$ cat config.mk
export PLATFORM = sky130hd
export DESIGN_NAME = x1_multiplier_flat
export DESIGN_NICKNAME = d
export VERILOG_FILES = /design/src/rtl/x1_multiplier_if.sv /design/src/rtl/x1_multiplier.sv /design/src/flat_wrapper.sv
export SDC_FILE = /design/constraint.sdc
export NUM_CORES = 1
export LEC_CHECK = 0
export CAP_MARGIN = 10
export CORE_ASPECT_RATIO = 1.2
export CORE_MARGIN = 2
export CORE_UTILIZATION = 45
export CTS_CLUSTER_DIAMETER = 120
export DETAILED_ROUTE_END_ITERATION = 12
export GPL_TIMING_DRIVEN = 0
export PLACE_DENSITY = 0.77
export SYNTH_ARGS = -nofsm -noshare
export SYNTH_HDL_FRONTEND = slang
export SYNTH_SLANG_ARGS = --single-unit
$ cat constraint.sdc
create_clock -name clk -period 2.2 [get_ports clk]
set_input_delay 0.33 -clock clk [delete_from_list [all_inputs] [get_ports clk]]
set_output_delay 0.33 -clock clk [all_outputs]
set_load 0.01 [all_outputs]
$ cat src/rtl/x1_multiplier_if.sv
// X1 stage bus: X0X1 FIFO pop side in, X1X2 buffer head out.
interface x1_multiplier_if #(
    parameter int W = 64
);
    logic [5*W-1:0] RES_RX0;
    logic           SELECT_MSB_RX0;
    logic           SIGNED_RES_RX0;
    logic           X0X1_EMPTY_SX0;
    logic           X0X1_POP_SX1;
    logic           X1X2_POP_SX2;
    logic [2*W-1:0] RES_RX1;
    logic           SELECT_MSB_RX1;
    logic           SIGNED_RES_RX1;
    logic           X1X2_EMPTY_SX1;

    // Producer/consumer environment around the stage
    modport master (
        output RES_RX0, SELECT_MSB_RX0, SIGNED_RES_RX0, X0X1_EMPTY_SX0, X1X2_POP_SX2,
        input  X0X1_POP_SX1, RES_RX1, SELECT_MSB_RX1, SIGNED_RES_RX1, X1X2_EMPTY_SX1
    );

    // The X1 stage itself
    modport slave (
        input  RES_RX0, SELECT_MSB_RX0, SIGNED_RES_RX0, X0X1_EMPTY_SX0, X1X2_POP_SX2,
        output X0X1_POP_SX1, RES_RX1, SELECT_MSB_RX1, SIGNED_RES_RX1, X1X2_EMPTY_SX1
    );
endinterface

$ cat src/rtl/x1_multiplier.sv
// X1 multiplier stage: 5:2 carry-save reduction feeding a small circular
// buffer toward X2. Only the final CPA (in X2) resolves the carries.
module x1_multiplier #(
    parameter int DEPTH = 2,
    parameter int W     = 64
) (
    input  logic         clk,
    input  logic         reset_n,
    x1_multiplier_if.slave bus
);
    localparam int AW = $clog2(DEPTH);
    localparam int EW = 2*W + 2;

    logic [W-1:0]  w_v0, w_v1, w_v2, w_v3, w_v4;
    logic [W-1:0]  w_a, w_b, w_c, w_d, w_sum, w_carry;
    logic [EW-1:0] w_entry, w_head;
    logic          w_full, w_empty, w_push, w_pop;

    logic [EW-1:0] r_storage [DEPTH];
    logic [AW-1:0] r_wr_ptr, r_rd_ptr;
    logic [AW:0]   r_count;

    assign w_v0 = bus.RES_RX0[0*W +: W];
    assign w_v1 = bus.RES_RX0[1*W +: W];
    assign w_v2 = bus.RES_RX0[2*W +: W];
    assign w_v3 = bus.RES_RX0[3*W +: W];
    assign w_v4 = bus.RES_RX0[4*W +: W];

    // Three chained 3:2 compressors; majority shifted left, top bit dropped
    assign w_a     = w_v0 ^ w_v1 ^ w_v2;
    assign w_b     = ((w_v0 & w_v1) | (w_v0 & w_v2) | (w_v1 & w_v2)) << 1;
    assign w_c     = w_a ^ w_b ^ w_v3;
    assign w_d     = ((w_a & w_b) | (w_a & w_v3) | (w_b & w_v3)) << 1;
    assign w_sum   = w_c ^ w_d ^ w_v4;
    assign w_carry = ((w_c & w_d) | (w_c & w_v4) | (w_d & w_v4)) << 1;

    assign w_entry = {bus.SELECT_MSB_RX0, bus.SIGNED_RES_RX0, w_carry, w_sum};

    // Flow control from registered count only: a full buffer never bypasses
    assign w_full  = (r_count == (AW+1)'(DEPTH));
    assign w_empty = (r_count == '0);
    assign w_push  = !bus.X0X1_EMPTY_SX0 && !w_full;
    assign w_pop   = bus.X1X2_POP_SX2 && !w_empty;

    assign bus.X0X1_POP_SX1 = w_push;

    // Storage write; cleared on reset so the head reads zero immediately
    always_ff @(posedge clk or negedge reset_n) begin
        if (!reset_n) begin
            for (int i = 0; i < DEPTH; i++) r_storage[i] <= '0;
        end else if (w_push) begin
            r_storage[r_wr_ptr] <= w_entry;
        end
    end

    // Pointers and occupancy; power-of-two depth lets pointers wrap naturally
    always_ff @(posedge clk or negedge reset_n) begin
        if (!reset_n) begin
            r_wr_ptr <= '0;
            r_rd_ptr <= '0;
            r_count  <= '0;
        end else begin
            if (w_push) r_wr_ptr <= r_wr_ptr + AW'(1);
            if (w_pop)  r_rd_ptr <= r_rd_ptr + AW'(1);
            case ({w_push, w_pop})
                2'b10:   r_count <= r_count + (AW+1)'(1);
                2'b01:   r_count <= r_count - (AW+1)'(1);
                default: r_count <= r_count;
            endcase
        end
    end

    // Head entry comes straight from storage, never from RES_RX0
    assign w_head             = r_storage[r_rd_ptr];
    assign bus.RES_RX1        = w_head[2*W-1:0];
    assign bus.SIGNED_RES_RX1 = w_head[2*W];
    assign bus.SELECT_MSB_RX1 = w_head[2*W+1];
    assign bus.X1X2_EMPTY_SX1 = w_empty;
endmodule

$ cat src/flat_wrapper.sv
// flat-port wrapper written by rule: the top's interface ports become plain ports
module x1_multiplier_flat 
#(
    parameter int DEPTH = 2,
    parameter int W     = 64
)
  (clk, reset_n, bus_RES_RX0, bus_SELECT_MSB_RX0, bus_SIGNED_RES_RX0, bus_X0X1_EMPTY_SX0, bus_X1X2_POP_SX2, bus_X0X1_POP_SX1, bus_RES_RX1, bus_SELECT_MSB_RX1, bus_SIGNED_RES_RX1, bus_X1X2_EMPTY_SX1);
  x1_multiplier_if #(.W(W)) bus_i ();
  input  logic clk;
  input  logic reset_n;
  input wire logic [$bits(bus_i.RES_RX0)-1:0] bus_RES_RX0;
  input wire logic [$bits(bus_i.SELECT_MSB_RX0)-1:0] bus_SELECT_MSB_RX0;
  input wire logic [$bits(bus_i.SIGNED_RES_RX0)-1:0] bus_SIGNED_RES_RX0;
  input wire logic [$bits(bus_i.X0X1_EMPTY_SX0)-1:0] bus_X0X1_EMPTY_SX0;
  input wire logic [$bits(bus_i.X1X2_POP_SX2)-1:0] bus_X1X2_POP_SX2;
  output wire logic [$bits(bus_i.X0X1_POP_SX1)-1:0] bus_X0X1_POP_SX1;
  output wire logic [$bits(bus_i.RES_RX1)-1:0] bus_RES_RX1;
  output wire logic [$bits(bus_i.SELECT_MSB_RX1)-1:0] bus_SELECT_MSB_RX1;
  output wire logic [$bits(bus_i.SIGNED_RES_RX1)-1:0] bus_SIGNED_RES_RX1;
  output wire logic [$bits(bus_i.X1X2_EMPTY_SX1)-1:0] bus_X1X2_EMPTY_SX1;
  assign bus_i.RES_RX0 = bus_RES_RX0;
  assign bus_i.SELECT_MSB_RX0 = bus_SELECT_MSB_RX0;
  assign bus_i.SIGNED_RES_RX0 = bus_SIGNED_RES_RX0;
  assign bus_i.X0X1_EMPTY_SX0 = bus_X0X1_EMPTY_SX0;
  assign bus_i.X1X2_POP_SX2 = bus_X1X2_POP_SX2;
  assign bus_X0X1_POP_SX1 = bus_i.X0X1_POP_SX1;
  assign bus_RES_RX1 = bus_i.RES_RX1;
  assign bus_SELECT_MSB_RX1 = bus_i.SELECT_MSB_RX1;
  assign bus_SIGNED_RES_RX1 = bus_i.SIGNED_RES_RX1;
  assign bus_X1X2_EMPTY_SX1 = bus_i.X1X2_EMPTY_SX1;
  x1_multiplier #(.DEPTH(DEPTH), .W(W)) u_core (.clk(clk), .reset_n(reset_n), .bus(bus_i));
endmodule
==> results.cfg, run 1 <==
[outcome]
status = finished, violations left
violations = setup timing

[yosys]
yosys_warnings = 0
synth_cell_types = 24
syn_nets = 1430
synthCells = 914
synth-seq-area-share = 0.404
avgSynthCellArea_um2 = 17.8
ys_ff_latch = 262
netlist_area_um2 = 16200

[power_and_ir_drop]
p_leak_nw = 10.4
peakVddDrop_mv = 0.701
power_density_nw_per_um2 = 1430

[setup_path]
max_stage_delay_ps = 490
worstPathRequired_ps = 1870
worstPathCellList = clkbuf_16 -> buf_8 -> buf_8 -> buf_6 -> mux2_4 -> buf_6
worst_setup_path_start_kind = flip-flop
cp_top_family = buffers and inverters
rrSetupSlack_ps = 430
worstSetupPathType = flip-flop to output pin
crit_path_max_fanout = 7
reg2reg_to = u_core.r_storage[123]
crit_slowest_cell = dfrtp_2
ff2ff_path_depth = 5
timing.critical_path.buf_inv = 5
worstPathArrival_ps = 2070
end_kind = output pin
rr_startpoint = u_core.r_count[0]

[detailed_routing]
detail_route.wl_per_cell_um = 21.6
drt_iter0_markers = 333
drc = 0
drt_first_pass_iters = 4
ant_nets = 0
num_vias = 9697
wirelength_um = 42000
vias_per_cell = 5.00

[sta]
fin_hold_ws_ps = 235
fin_ws_ps = -201
hold_viol = 0
grt_setup_unrepaired = yes
tightest_slew_ps = 635
worst_clock_skew_ps = 11.4
post-route-period-util = 1.09
max_freq_ghz = 0.417
max-slew-margin-rel = 0.577
setup_viol = 106
drv_slew = 0
layout_min_cycle_time_ps = 2400

[placed_design]
dp_cells = 1840
io_buffers = 456
hpwl_um = 31900
gp_congestion = 0.852
place_ws_ps = -846

[grt]
track_usage = 0.224
grtUsageMet3 = 0.0427
grt-ovfl-total = 0
met1_usage = 0.273
grt_max_degree = 120
antenna_found_initial = 0
grt_pass1_vias = 11400
grt_pass1_wl_um = 64800
use_met2 = 0.407
busiest_layer = met2

[cts]
cts_tree = done
cts_made_buffers = 30
clk_latency_ps = 560
clock-sinks = 262
root_buffer = clkbuf_16
cts_buffer_depth = 3
path_clk_slew_ps = 60
htreeDepth = 1

[final_layout]
drive_gt1_frac = 0.431
syn_to_final_growth_pct = 45.3
fillerInstances = 2592
final_cells = 1939
antenna_cells = 0
fin_nets = 1964

[floorplan]
dieArea_um2 = 37600
die_x_um = 177
fp.coreArea_um2 = 35800
start_util = 0.454
io_pins = 458
rows = 76
die_h_um = 212

[job]
drv_cap = 0

[min_path]
worstHoldPathType = input port to asynchronous set/reset pin
-- how the worst max path moves through the flow --
| stage | from | to | slack, ps | depth (start not counted) |
|---|---|---|---|---|
| 2_1_floorplan | bus_RES_RX0[62] | u_core.r_storage[193] | 70 | 5 |
| 3_3_place_gp | reset_n | u_core.r_storage[154] | -10070 | 1 |
| 3_5_place_dp | u_core.r_rd_ptr | bus_RES_RX1[107] | -850 | 5 |
| 4_1_cts | u_core.r_rd_ptr | bus_RES_RX1[112] | -280 | 3 |
| 5_1_grt | u_core.r_rd_ptr | bus_RES_RX1[32] | -270 | 5 |
| 6_report | u_core.r_rd_ptr | bus_RES_RX1[3] | -200 | 6 |
-- worst reg2reg max path, stage by stage (launching register included) --
cell and delay, ps:
dfrtp_1 430, inv_2 100, a211oi_4 360, buf_6 220, buf_6 190, mux2_2 360
-- per-stage QoR --
step                      setup TNS (ps)   util  power, mW  cell area (µm²)
final                             -11270  0.660       33.8            23600
after floorplan                        0      -       19.1            16200
after global routing              -18750  0.660       35.6            23600
after detailed placement         -186600  0.600       26.4            21400
after CTS                         -18100  0.647       32.9            23100
after global placement          -2813190  0.598       26.0            21400
-- cells in the final DEF, fill, tap and decap left out, types with 3 or more instances in the layout --
master,n
inv_1,12
clkdlybuf4s50_1,319
buf_16,3
dlymetal6s2s_1,12
clkbuf_2,4
mux2i_1,4
buf_4,10
xnor2_1,5
mux2_4,274
ha_1,3
clkdlybuf4s15_2,18
dfrtp_1,261
clkinv_2,4
fa_1,184
buf_12,34
clkbuf_1,6
buf_2,8
dlygate4sd2_1,19
fa_2,3
mux2_2,107
clkbuf_16,34
buf_8,10
clkbuf_8,8
clkinvlp_4,4
buf_6,105
-- power by group --
group | switching, mW | internal (mW) | leakage (nW)
combinational | 7.38 | 12.5 | 6.81
clock | 2.05 | 3.07 | 0.491
sequential | 1.46 | 7.37 | 3.08
-- registers in the layout (all words and copies together) (netlist names) --
register / flops
u_core.r_wr_ptr: 1
u_core.r_storage: 258
u_core.r_count: 2
u_core.r_rd_ptr: 1
-- Yosys cell counts --
cell type,count,area share
fa_1,187,0.23
o21ai_0,2,0.00062
buf_6,4,0.0028
nor2b_1,1,0.00039
nor2_1,2,0.00046
mux2_4,200,0.19
nand2_1,2,0.00046
inv_1,12,0.0028
a21oi_1,1,0.00031
a211oi_4,2,0.0025
inv_2,1,0.00023
dfrtp_1,262,0.40
buf_2,8,0.0025
ha_1,3,0.0023
xor2_1,2,0.0011
buf_1,4,0.00092
buf_12,22,0.027
conb_1,1,0.00023
xnor3_1,2,0.0028
clkbuf_1,3,0.00069
xnor2_1,5,0.0027
buf_4,3,0.0014
mux2_2,181,0.13
mux2i_1,4,0.0025
-- per-layer routing --
metal / wire, µm / vias to the layer above / share of wire
met1: 16400 / 5146 / 0.39
met5: 0 / - / 0
met2: 22000 / 286 / 0.52
met3: 2390 / 67 / 0.057
met4: 1150 / 0 / 0.027
li1: - / 4198 / -
-- cell families after synthesis --
logic type | count (synthesis) | synth area share
muxes | 385 | 0.313
DFF | 262 | 0.404
adders and majority gates | 190 | 0.233
buffers and inverters | 57 | 0.0384
xor gates and xnor gates | 9 | 0.00655
AOI/OAI and AO/OA | 5 | 0.00339
and+or+nand+nor | 5 | 0.00131
other | 1 | 0.000231
-- area by class of cell --
class                           count  area, µm²  area share
Clock inverter                     10        110     0.00467
Sequential cell                   262       6560       0.278
Multi-Input combinational cell    595       9340       0.396
Clock buffer                       45        908      0.0385
Tap cell                          468        586      0.0248
Timing Repair Buffer              505       5290       0.224
Buffer                             41        738      0.0313
Inverter                           13       48.8     0.00207
-- repair_timing --
action	CTS	global route
hold buffers	1	0
gates cloned	6	0
setup buffers	26	18
pin swaps	0	9
endpoints found under the hold margin	28	0
gates resized for setup	552	167
setup endpoints to repair	132	134
Power figures use the tool's default switching activity.
==> run 2: changes to the inputs <==
--- a/config.mk
+++ b/config.mk
@@ -10,6 +10,7 @@
 export CORE_MARGIN = 2
 export CORE_UTILIZATION = 45
 export CTS_CLUSTER_DIAMETER = 120
+export CTS_CLUSTER_SIZE = 28
 export DETAILED_ROUTE_END_ITERATION = 12
 export GPL_TIMING_DRIVEN = 0
 export PLACE_DENSITY = 0.77
==> results.cfg, run 2 (synthesis results as in run 1) <==
[detailed_routing]
drt_iter0_markers = 357
drc = 0
num_vias = 9584
vias_per_cell = 5.04
wirelength_um = 41300
detail_route.wl_per_cell_um = 21.7
drt_first_pass_iters = 6
ant_nets = 0

[sta]
fin_ws_ps = -121
fin_hold_ws_ps = 276
max_freq_ghz = 0.431
max-slew-margin-rel = 0.565
tightest_slew_ps = 652
hold_viol = 0
worst_clock_skew_ps = 25.0
layout_min_cycle_time_ps = 2320
post-route-period-util = 1.05
final.setup.tns_ps = -3380
setup_viol = 74
drv_slew = 0
grt_setup_unrepaired = yes

[grt]
grt_pass1_vias = 11300
track_usage = 0.220
grt_max_degree = 120
grt-ovfl-total = 0
grt_pass1_wl_um = 63800
antenna_found_initial = 1

[cts]
cts_tree = done
htreeDepth = 1
cts_buffer_depth = 3
cts_made_buffers = 13
root_buffer = clkbuf_16
clk_latency_ps = 490
clock-sinks = 262
path_clk_slew_ps = 110

[floorplan]
fp.coreArea_um2 = 35800
io_pins = 458
die_x_um = 177
rows = 76
die_h_um = 212
start_util = 0.454
dieArea_um2 = 37600

[final_layout]
drive_gt1_frac = 0.424
largest-register = u_core.r_storage
final_common_cell = clkdlybuf4s50_1
top_regs = u_core.r_storage: 258 flops, u_core.r_count: 2 flops
fillerInstances = 2651
fin_nets = 1950
seqCellArea_um2 = 6560
final_cell_mix = clkdlybuf4s50_1, mux2_4, dfrtp_1
largest_reg_flops = 258
utilization = 0.642
final_cells = 1903
multi_input_area_um2 = 9340
syn_to_final_growth_pct = 41.5
finalInstanceArea_um2 = 23000

[power_and_ir_drop]
p_leak_nw = 10.3
power_density_nw_per_um2 = 1370
peakVddDrop_mv = 0.702
finalPower_mw = 31.4

[outcome]
violations = setup timing
status = finished, violations left

[placed_design]
place_ws_ps = -846
dp_cells = 1840
io_buffers = 456
hpwl_um = 31900
gp_congestion = 0.852
placed_cell_area_um2 = 21400

[job]
drv_cap = 0

[setup_path]
worstPathArrival_ps = 1990
ff2ff_path_depth = 5
crit_path_max_fanout = 5
worstPathRequired_ps = 1870
end_kind = output pin
worst_setup_path_start_kind = flip-flop
worstSetupPathType = flip-flop to output pin

[min_path]
worstHoldPathType = input port to asynchronous set/reset pin
run 2: timing repair:
action	CTS	global route
hold buffers	1	0
endpoints found under the setup margin	136	150
setup buffers	26	19
resized for setup	570	194
hold endpoints to repair	28	0
cloned	5	2
pin swaps	7	37
run 2: final timing paths:
check / startpoint / endpoint / slack (ps)
max: u_core.r_rd_ptr / bus_RES_RX1[3] / -120
max reg2reg: u_core.r_count[0] / u_core.r_storage[123] / 410
max in group asynchronous: reset_n / u_core.r_storage[97] / 1010
min reg2reg: u_core.r_storage[231] / u_core.r_storage[231] / 520
min in group clk: bus_SIGNED_RES_RX0 / u_core.r_storage[258] / 470
min: reset_n / u_core.r_storage[125] / 280
run 2: worst max-delay path, stage by stage, from the launching register on:
cell and delay [ps]:
dfrtp_2 490, clkbuf_16 200, buf_8 130, buf_8 120
buf_6 120, mux2_4 300, buf_6 130
run 2: final cells by class:
type	count	share of cell area
Antenna cell	1	0.000109
Buffer	41	0.0319
Clock buffer	13	0.0142
Clock inverter	2	0.00125
Inverter	13	0.00213
Multi-Input combinational cell	595	0.407
Sequential cell	262	0.286
Tap cell	468	0.0255
Timing Repair Buffer	508	0.232
run 2: metal layers:
metal	vias to the layer above	GRT usage	part of all wire
met3	55	0.0377	0.057
met2	280	0.400	0.52
met4	0	0.0497	0.027
met1	5094	0.273	0.39
li1	4155	-	-
met5	-	0	0
run 2: power by group:
group	internal [mW]	switching, mW
Combinational	12.5	7.40
Sequential	7.34	1.45
Clock	1.11	1.59
